### src/rtl/mat_op_sequencer.sv
// Operand sequencer / result collector driving a 3x3 MAC-array multiplier (clear, 3 load cycles, 9 unloads).
// Latency: start to done is 15 cycles; rd_data follows rd_addr by 1 cycle. No backpressure: start is ignored while a run is active.
// Optional MATSEQ_CLR_BUF_EN: zero the result buffer at the end of the CLEAR cycle.
module mat_op_sequencer #(
    parameter int DATA_W = 4,
    parameter int RES_W  = 10
) (
    input  logic              clk,
    input  logic              rst_n,
    input  logic              wr_en,
    input  logic              wr_sel,
    input  logic [3:0]        wr_addr,
    input  logic [DATA_W-1:0] wr_data,
    input  logic              start,
    output logic              busy,
    output logic              done,
    output logic [DATA_W-1:0] data_w1,
    output logic [DATA_W-1:0] data_w2,
    output logic [DATA_W-1:0] data_w3,
    output logic [DATA_W-1:0] data_x1,
    output logic [DATA_W-1:0] data_x2,
    output logic [DATA_W-1:0] data_x3,
    output logic              clear,
    output logic              load,
    output logic              unload_res,
    input  logic [RES_W-1:0]  res_in,
    input  logic [3:0]        rd_addr,
    output logic [RES_W-1:0]  rd_data
);

    typedef enum logic [2:0] {
        S_IDLE, S_CLEAR, S_LOAD, S_UNLOAD, S_TAIL, S_FIN
    } state_t;

    state_t            state, state_nxt;
    logic [3:0]        cnt, cnt_nxt;
    logic [DATA_W-1:0] w_mem [9];
    logic [DATA_W-1:0] x_mem [9];
    logic [RES_W-1:0]  c_mem [9];
    logic              cap_vld;
    logic [3:0]        cap_idx;

    logic              busy_nxt, done_nxt, clear_nxt, load_nxt, unload_nxt;
    logic [DATA_W-1:0] w_op_nxt [3];
    logic [DATA_W-1:0] x_op_nxt [3];
    logic [3:0]        k_idx, x_base;

    always_ff @(posedge clk or negedge rst_n) begin
        if (!rst_n) begin
            state <= S_IDLE;
            cnt   <= '0;
        end else begin
            state <= state_nxt;
            cnt   <= cnt_nxt;
        end
    end

    always_comb begin
        state_nxt = state;
        cnt_nxt   = cnt;
        unique case (state)
            S_IDLE:   if (start) state_nxt = S_CLEAR;
            S_CLEAR: begin
                state_nxt = S_LOAD;
                cnt_nxt   = '0;
            end
            S_LOAD: begin
                if (cnt == 4'd2) begin
                    state_nxt = S_UNLOAD;
                    cnt_nxt   = '0;
                end else begin
                    cnt_nxt = cnt + 4'd1;
                end
            end
            S_UNLOAD: begin
                if (cnt == 4'd8) begin
                    state_nxt = S_TAIL;
                    cnt_nxt   = '0;
                end else begin
                    cnt_nxt = cnt + 4'd1;
                end
            end
            S_TAIL:   state_nxt = S_FIN;
            S_FIN:    state_nxt = S_IDLE;
            default:  state_nxt = S_IDLE;
        endcase
    end

    // Outputs are decoded from the next state so they can be registered without extra latency.
    always_comb begin
        busy_nxt   = (state_nxt == S_CLEAR) || (state_nxt == S_LOAD) ||
                     (state_nxt == S_UNLOAD) || (state_nxt == S_TAIL);
        done_nxt   = (state_nxt == S_FIN);
        clear_nxt  = (state_nxt == S_CLEAR);
        load_nxt   = (state_nxt == S_LOAD);
        unload_nxt = (state_nxt == S_UNLOAD);
        k_idx      = {2'b00, cnt_nxt[1:0]};
        x_base     = k_idx * 4'd3;
        for (int i = 0; i < 3; i++) begin
            w_op_nxt[i] = '0;
            x_op_nxt[i] = '0;
        end
        if (load_nxt) begin
            w_op_nxt[0] = w_mem[k_idx];
            w_op_nxt[1] = w_mem[k_idx + 4'd3];
            w_op_nxt[2] = w_mem[k_idx + 4'd6];
            x_op_nxt[0] = x_mem[x_base];
            x_op_nxt[1] = x_mem[x_base + 4'd1];
            x_op_nxt[2] = x_mem[x_base + 4'd2];
        end
    end

    always_ff @(posedge clk or negedge rst_n) begin
        if (!rst_n) begin
            busy       <= 1'b0;
            done       <= 1'b0;
            clear      <= 1'b0;
            load       <= 1'b0;
            unload_res <= 1'b0;
            data_w1    <= '0;
            data_w2    <= '0;
            data_w3    <= '0;
            data_x1    <= '0;
            data_x2    <= '0;
            data_x3    <= '0;
        end else begin
            busy       <= busy_nxt;
            done       <= done_nxt;
            clear      <= clear_nxt;
            load       <= load_nxt;
            unload_res <= unload_nxt;
            data_w1    <= w_op_nxt[0];
            data_w2    <= w_op_nxt[1];
            data_w3    <= w_op_nxt[2];
            data_x1    <= x_op_nxt[0];
            data_x2    <= x_op_nxt[1];
            data_x3    <= x_op_nxt[2];
        end
    end

    always_ff @(posedge clk or negedge rst_n) begin
        if (!rst_n) begin
            for (int i = 0; i < 9; i++) begin
                w_mem[i] <= '0;
                x_mem[i] <= '0;
            end
        end else if (wr_en && (state == S_IDLE) && (wr_addr <= 4'd8)) begin
            if (wr_sel) x_mem[wr_addr] <= wr_data;
            else        w_mem[wr_addr] <= wr_data;
        end
    end

    // The multiplier presents each result one cycle after its unload strobe.
    always_ff @(posedge clk or negedge rst_n) begin
        if (!rst_n) begin
            cap_vld <= 1'b0;
            cap_idx <= '0;
            for (int i = 0; i < 9; i++) c_mem[i] <= '0;
        end else begin
            cap_vld <= unload_res;
            if (state == S_CLEAR)  cap_idx <= '0;
            else if (cap_vld)      cap_idx <= cap_idx + 4'd1;
`ifdef MATSEQ_CLR_BUF_EN
            if (state == S_CLEAR) begin
                for (int i = 0; i < 9; i++) c_mem[i] <= '0;
            end
`endif
            if (cap_vld && (cap_idx <= 4'd8)) c_mem[cap_idx] <= res_in;
        end
    end

    always_ff @(posedge clk or negedge rst_n) begin
        if (!rst_n)                rd_data <= '0;
        else if (rd_addr <= 4'd8)  rd_data <= c_mem[rd_addr];
        else                       rd_data <= '0;
    end

endmodule

### config.mk
export PLATFORM = sky130hd
export DESIGN_NAME = mat_op_sequencer
export DESIGN_NICKNAME = d
export VERILOG_FILES = /design/src/rtl/mat_op_sequencer.sv
export SDC_FILE = /design/constraint.sdc
export NUM_CORES = 1
export LEC_CHECK = 0
export CAP_MARGIN = 10
export CORE_MARGIN = 1
export CORE_UTILIZATION = 59
export DETAILED_ROUTE_END_ITERATION = 10
export GPL_ROUTABILITY_DRIVEN = 0
export MAX_ROUTING_LAYER = met4
export PLACE_DENSITY = 0.82
export SLEW_MARGIN = 40
export SYNTH_ARGS = -nofsm -noshare
export SYNTH_HDL_FRONTEND = slang
export SYNTH_SLANG_ARGS = --single-unit
### constraint.sdc
create_clock -name clk -period 4.6 [get_ports clk]
set_clock_uncertainty 0.05 [all_clocks]
set_input_delay 0.46 -clock clk [delete_from_list [all_inputs] [get_ports clk]]
set_output_delay 0.46 -clock clk [all_outputs]
set_load 0.03 [all_outputs]
Yosys cells after proc, flatten, opt, wreduce, memory -nomap -nowiden
Index checks and enable logic that the tools add are counted.
{"block": "totals", "inputBits": 27, "elab_cells": 139, "reg_bits": 213, "out_inout_bits": 39}
{"block": "op_classes", "bitwise": 10, "eq_ne": 11, "addsub": 6, "mul": 1, "magnitude_cmp": 14, "n_mux": 40, "reduce_logical": 13}
{"cell": "$bmux W4 S4", "count": 6}
{"cell": "$bwmux W90", "count": 1}
{"cell": "$bwmux W36", "count": 2}
{"cell": "$mux W4", "count": 17}
{"cell": "$ge A5 B5 Y1 const B", "count": 9}
{"cell": "$bmux W10 S4", "count": 1}
{"cell": "$demux W10 S4", "count": 1}
{"cell": "$mux W10", "count": 4}
{"cell": "$not A4 Y5", "count": 7}
{"cell": "$mux W12", "count": 2}
{"cell": "$demux W4 S4", "count": 1}
{"cell": "$pmux W3 S5", "count": 1}
{"cell": "$add A4 B1 Y4 const B", "count": 3}
{"cell": "$eq A3 B2 Y1 const B", "count": 4}
{"cell": "$le A4 B4 Y1 const B", "count": 3}
{"cell": "$pmux W4 S3", "count": 1}
{"cell": "$lt A5 B1 Y1 const B", "count": 2}
{"cell": "$eq A3 B3 Y1 const B", "count": 3}
{"cell": "$mux W3", "count": 3}
{"cell": "$eq A3 B1 Y1 const B", "count": 2}
{"cell": "$logic_and A1 B1 Y1", "count": 5}
{"cell": "$not A2 Y5", "count": 1}
{"cell": "$not A3 Y5", "count": 1}
{"cell": "$add A2 B3 Y4 const B", "count": 1}
{"cell": "other kinds (11)", "count": 14}

Depth between registers and ports, before layout
Gate-level depths: netlist of the first run.
{"block": "logic_depth", "word_depth": 10, "ltp_mapped": 14, "mapped_depth_nobuf": 11}

Least setup slack after synthesis of the first run
Ideal clock, no wire load.
{"block": "synth_path", "path_type": "register to register", "from": "register cnt[0]", "to": "register data_x2[0]", "setup_ps": 87, "n_path_buf": 4, "arrival_time_ps": 3417, "stages_incl_launch_ff": 13, "setup_slack_ps": 1046, "t_required_ps": 4463, "path_cell_list": "dfrtp_1 inv_1 ha_1 or4b_1 a32o_1 buf_6 clkbuf_1 clkbuf_1 ha_1 clkbuf_1 nor4_1 a32oi_1 o211ai_1"}
{"element": "start, declared", "line": "36", "source": "logic [3:0] cnt, cnt_nxt;"}
{"element": "start signal, assigned", "line": "54", "source": "cnt <= cnt_nxt;"}
{"element": "end signal, assigned", "line": "136", "source": "data_x2 <= x_op_nxt[1];"}
{"element": "end, declared", "line": "21", "source": "output logic [DATA_W-1:0] data_x2,"}

==> reports/results.txt, run 1 <==
Mapped Area - 9930 sq um
VDD IR-drop max - 549 uV
CTS tree - done
clock-pin slew on the worst setup and hold paths - 0.06 ns
Worst-Margin Slew - 0.814 ns
Hold Path Sink - cap_vld$_DFF_PN0_
type of the worst setup path - reg -> reg
CTS Buffer Depth - 3
hold path start - unload_res$_DFF_PN0_
via count - 6411
final cell count without fillers - 1026
Post-synth EDFFs - 0
Post CTS Setup Buffer Count - 0
die span in y - 132 um
area delta synth->final - 17.3%
commonest non-fill, non-tap cell in the layout - dfrtp_1
Crit path required time - 4.96 ns
crit-path cells - inv_1, ha_1, nor3b_1, and3_1, o31ai_2, buf_4, ha_2, nor4_2, a32oi_1, o211ai_1
Crit Reg-Reg Startpoint - cnt[0]$_DFF_PN0_
port bufs - 65
H-tree Lvls - 1
vias in the first global route - 6727
Mean Syn Cell Area - 13.8 sq um
layout cells sized above 1 - 34.5%
commonest non-fill, non-tap cells in the layout - dfrtp_1, mux2_2, clkdlybuf4s50_1
hold-critical path depth - 0
initial core utilization - 60.1%
hold buffer count at CTS - 1
Max FO, Critical Path - 27
FF-to-FF End - data_x2[3]$_DFF_PN0_
post-synthesis cell count - 721
yosys warns - 0
cell taking the most area after synthesis - dfrtp_1
worst rel slew slack - 45.6%
FFs w/ async S/R, synth - 100%
Total GRT Usage - 27.2%
fin crit share - 76.8%
Fmax - 0.283 GHz
Pwr Density - 693 nW/um^2
Hold Path Class - reg -> reg
Hold Fails Final Rpt - 0
1st-pass router iterations - 7
residual DRC count - 0
initial antenna violation count - 0
CTS sink cnt - 213
Setup crit start - cnt[0]$_DFF_PN0_
Pleak - 5.12 nW
Gate power share - 41.1%
Crit path largest cell delay - 0.71 ns
Yosys top cell area share - 53.7%
pins over their slew limit - 0
FF/Latch Area - 5330 sq um
# nets final - 827
FF-to-FF path depth - 10
critical path startpoint category - flip-flop
Worst Setup End Kind - flip-flop
status - finished, final reports clean
multi-input logic area - 4420 sq um
DP Wirelength - 14600 um
Critical-path top delay cell - nor4_2
Switching Fraction - 36.2%
Synth area leaders - dfrtp_1, mux2_2, mux4_2
Die W - 132 um
CP Data Arrival Time - 3.90 ns
post-route ant nets - 0
CTS buffer count - 23
RSZ-0062 raised after global routing - false
Die Footprint - 17400 sq um
sequential power share - 35.6%
max cap viols - 0
Cell variety after synth - 50
global route total overflow - 0
worst skew pair latency - 0.51 ns
initial drt markers - 617
placed cell count - 983
Routed WL - 22000 um
# setup viols final - 0
#FFs+latches synth - 213
Wirelength per Cell - 21.4 um
CTS root buf - clkbuf_16
Main synth FF type - dfrtp_1
Core ar. - 16500 sq um
post-CTS sizing - 0
setup slack, reg-to-reg - 1.07 ns
CP delay by family, top - simple AND/OR/NAND/NOR gates
row count - 47
Seq/Total Area, Yosys - 53.7%
final worst path period need - 3.53 ns
first-pass GRT wire length - 36000 um
largest net degree at the start of global routing - 141
net switching power - 2.93 mW
filler instances - 1064
boundary pin count - 66
Syn Nets - 759
drt via density - 6.25
power share of the clock group - 23.3%
Setup TNS - 0 ns
internal power - 5.15 mW
antenna cells - 0
WP buf/inv - 2
cell usage after synthesis, drive strengths merged, types with 6 or more instances:
cell type and number:
a21oi 10, a22o 7, a311oi 9, buf 10, clkbuf 27, dfrtp 213, ha 11, inv 10
mux2 184, mux2i 19, mux4 35, nand2 45, nand2b 6, nand3 14, nand4 8, nor2 21
nor2b 6, nor3 10, o21ai 15, o22ai 6
metrics by stage:
stage	area, sq um	power [mW]	setup slack (ns)	hold WS, ns	util [%]
after floorplan	9930	5.23	1.05	0.114	-
after global placement	10800	5.94	1.02	0.312	65.5
after detailed placement	10800	6.16	1.17	0.323	65.7
after CTS	11700	8.07	1.15	0.336	70.5
after global routing	11700	8.49	0.909	0.338	70.5
final	11700	8.08	1.07	0.330	70.5
worst max path at each step:
stage	end	slack [ns]	cells after the start
finish	data_x2[3]$_DFF_PN0_	1.07	10
global route	data_x2[3]$_DFF_PN0_	0.91	10
CTS	data_x2[3]$_DFF_PN0_	1.15	10
detailed placement	data_w2[2]$_DFF_PN0_	1.17	9
global placement	data_x2[2]$_DFF_PN0_	1.02	10
floorplan	data_x2[0]$_DFF_PN0_	1.05	12
layer usage:
metal / global-route usage (%) / vias up / share of wire [%]
met1: 33.2 / 3282 / 40
met4: 7.56 / 0 / 2.7
li1: - / 2823 / -
met2: 47.2 / 259 / 52
met5: - / - / 0
met3: 4.15 / 47 / 5.2
kinds of logic (layout without fill, tap and decap cells):
logic type,count (synthesis),after routing,synth area share (%)
xor+xnor,4,4,0.353
simple gates,134,134,6.71
compound gates,74,74,5.23
flops,213,213,53.7
buf+inv,47,132,1.94
fa+ha+maj,11,11,1.39
mux,238,238,30.7
registers in the layout, summed over array words and instances (netlist names), 4 cells and up:
signal	cells
data_x3	4
w_mem	36
rd_data	10
data_w3	4
data_x2	4
c_mem	90
cap_idx	4
data_x1	4
x_mem	36
cnt	4
data_w2	4
data_w1	4
power by group through the flow:
stage	combinational [mW]	clock (mW)	sequential, mW
after global placement	3.11	0	2.83
after detailed placement	3.27	0	2.89
after global routing	3.55	2.00	2.95
after floorplan	2.35	0	2.88
after CTS	3.29	1.91	2.87
final	3.32	1.88	2.88
cell type report:
class	instances	area share (%)
timing repair buffer	80	6.76
tap	220	2.36
inverter	10	0.322
sequential	213	45.7
clock buffer	33	5.86
multi-input combinational	461	38.0
clock inverter	9	0.988
Power figures use the tool's default switching activity.
==> run 2: changes to the inputs <==
clock period = 3.65 ns   (was 4.6 ns; I/O delays follow)
==> reports/results.txt, run 2 (same netlist as run 1, synthesis figures left out) <==
initial drt markers - 449 (-27%)
residual DRC count - 0 (unchanged)
sequential power share - 36.6% (+1.0 points)
Place WS - 0.614 ns (-0.559 ns)
top flop regs - c_mem: 90 flops, w_mem: 36 flops, x_mem: 36 flops
row count - 47 (unchanged)
Gate power share - 41.9% (+0.8 points)
Wirelength per Cell - 21.2 um (-0.89%)
Setup TNS - 0 ns (unchanged)
die span in y - 132 um (unchanged)
global route total overflow - 0 (unchanged)
Final WS setup - 0.556 ns (-0.510 ns)
first-pass GRT wire length - 36000 um (about the same)
via count - 6398 (-0.20%)
area delta synth->final - 16.9%
H-tree Lvls - 1 (unchanged)
layout cells sized above 1 - 33.9% (-0.62 points)
power share of the clock group - 21.6% (-1.7 points)
final hold slack - 0.324 ns (-0.00601 ns)
Routed WL - 21900 um (-0.50%)
Fmax - 0.323 GHz (+14%)
Die W - 132 um (unchanged)
vias in the first global route - 6820 (+1.4%)
largest register by flop count - c_mem
Die Footprint - 17400 sq um (unchanged)
fin crit share - 84.8% (+8.0 points)
initial antenna violation count - 1 (+1)
Worst-Margin Slew - 0.844 ns (+0.0302 ns)
CTS tree - done
1st-pass router iterations - 5 (-2)
Hold Path Class - reg -> reg
post-route ant nets - 0 (unchanged)
filler instances - 1051 (-1.2%)
clock-pin slew on the worst setup and hold paths - 0.05 ns (about the same)
net switching power - 3.59 mW (+23%)
# nets final - 832 (+0.60%)
pins over their slew limit - 0 (unchanged)
VDD IR-drop max - 482 uV (-12%)
port bufs - 65 (unchanged)
status - finished, final reports clean
largest net degree at the start of global routing - 70 (-50%)
max reg flops - 90 (unchanged)
max cap viols - 0 (unchanged)
critical path startpoint category - flip-flop
setup slack, reg-to-reg - 0.56 ns (-0.51 ns)
Switching Fraction - 36.2% (-0.079 points)
initial core utilization - 60.1% (unchanged)
worst rel slew slack - 43.5% (-2.0 points)
# setup viols final - 0 (unchanged)
CTS Buffer Depth - 3 (unchanged)
CTS sink cnt - 213 (unchanged)
CTS root buf - clkbuf_16
RSZ-0062 raised after global routing - false
final worst path period need - 3.09 ns (-0.440 ns)
Total GRT Usage - 27.2% (about the same)
Pleak - 5.11 nW (-0.21%)
DP Wirelength - 14800 um (+1.2%)
Max FO, Critical Path - 25 (-7.4%)
Hold Fails Final Rpt - 0 (unchanged)
worst skew pair latency - 0.51 ns (about the same)
commonest non-fill, non-tap cell in the layout - dfrtp_1
CP Data Arrival Time - 3.45 ns (-0.45 ns)
Worst Setup End Kind - flip-flop
placed cell count - 988 (+0.51%)
Crit path required time - 4.00 ns (-0.96 ns)
boundary pin count - 66 (unchanged)
CTS buffer count - 23 (unchanged)
Core ar. - 16500 sq um (unchanged)
internal power - 6.34 mW (+23%)
type of the worst setup path - reg -> reg
drt via density - 6.21 (-0.59%)
commonest non-fill, non-tap cells in the layout - dfrtp_1, mux2_2, clkdlybuf4s50_1
final cell count without fillers - 1030 (+0.39%)
Tot Pwr - 9.93 mW (+23%)
Post CTS Setup Buffer Count - 0 (unchanged)
Pwr Density - 856 nW/um^2 (+23%)
==> run 2: final timing paths <==
| kind | startpoint | end | cells after the start |
|---|---|---|---|
| min in group asynchronous | rst_n | rd_data[0]$_DFF_PN0_ | 2 |
| max in group asynchronous | rst_n | x_mem[35]$_DFFE_PN0P_ | 4 |
| min reg2reg | unload_res$_DFF_PN0_ | cap_vld$_DFF_PN0_ | 0 |
| min | unload_res$_DFF_PN0_ | cap_vld$_DFF_PN0_ | 0 |
| max | cnt[0]$_DFF_PN0_ | data_x1[1]$_DFF_PN0_ | 11 |
| max reg2reg | cnt[0]$_DFF_PN0_ | data_x1[1]$_DFF_PN0_ | 11 |
==> run 2: through the flow <==
| step | utilization, % | instance area (sq um) |
|---|---|---|
| 2_1_floorplan | - | 9930 |
| 3_3_place_gp | 65.8 | 10900 |
| 3_5_place_dp | 66.0 | 10900 |
| 4_1_cts | 70.3 | 11600 |
| 5_1_grt | 70.3 | 11600 |
| 6_report | 70.3 | 11600 |
==> run 2: routing by layer <==
| layer | GRT usage [%] | part of all wire, % | vias up |
|---|---|---|---|
| met3 | 4.58 | 5.5 | 61 |
| met1 | 33.7 | 40 | 3260 |
| met5 | - | 0 | - |
| li1 | - | - | 2830 |
| met4 | 10.1 | 3.0 | 0 |
| met2 | 45.4 | 51 | 247 |
==> run 2: area by class of cell <==
| class | instances | area, sq um | area share (%) |
|---|---|---|---|
| antenna | 1 | 2.50 | 0.0216 |
| clock buffer | 35 | 671 | 5.78 |
| clock inverter | 5 | 28.8 | 0.248 |
| inverter | 10 | 37.5 | 0.323 |
| multi-input combinational | 461 | 4410 | 38.0 |
| sequential | 213 | 5330 | 45.9 |
| tap | 220 | 275 | 2.37 |
| timing repair buffer | 85 | 852 | 7.34 |
==> run 2: power groups by stage <==
| stage | logic, mW | registers, mW | clock network (mW) |
|---|---|---|---|
| after floorplan | 2.96 | 3.63 | 0 |
| after global placement | 3.91 | 3.57 | 0 |
| after detailed placement | 4.10 | 3.66 | 0 |
| after CTS | 4.13 | 3.63 | 2.19 |
| after global routing | 4.45 | 3.72 | 2.29 |
| final | 4.16 | 3.63 | 2.14 |
==> run 2: worst max-delay path, cell delays in order, from the launching register on <==
cell and delay (ns):
dfrtp_1 0.46, inv_1 0.12, ha_1 0.16, or4b_1 0.46, a32o_1 0.30, inv_1 0.27, buf_12 0.24, ha_1 0.33
inv_1 0.12, nor2_1 0.13, a22oi_1 0.09, a311oi_1 0.26
==> run 2: what timing repair did <==
| action | 4_1_cts | 5_1_grt |
|---|---|---|
| endpoints found under the hold margin | 59 | 0 |
| resized for setup | 0 | 0 |
| hold buffers | 1 | 0 |
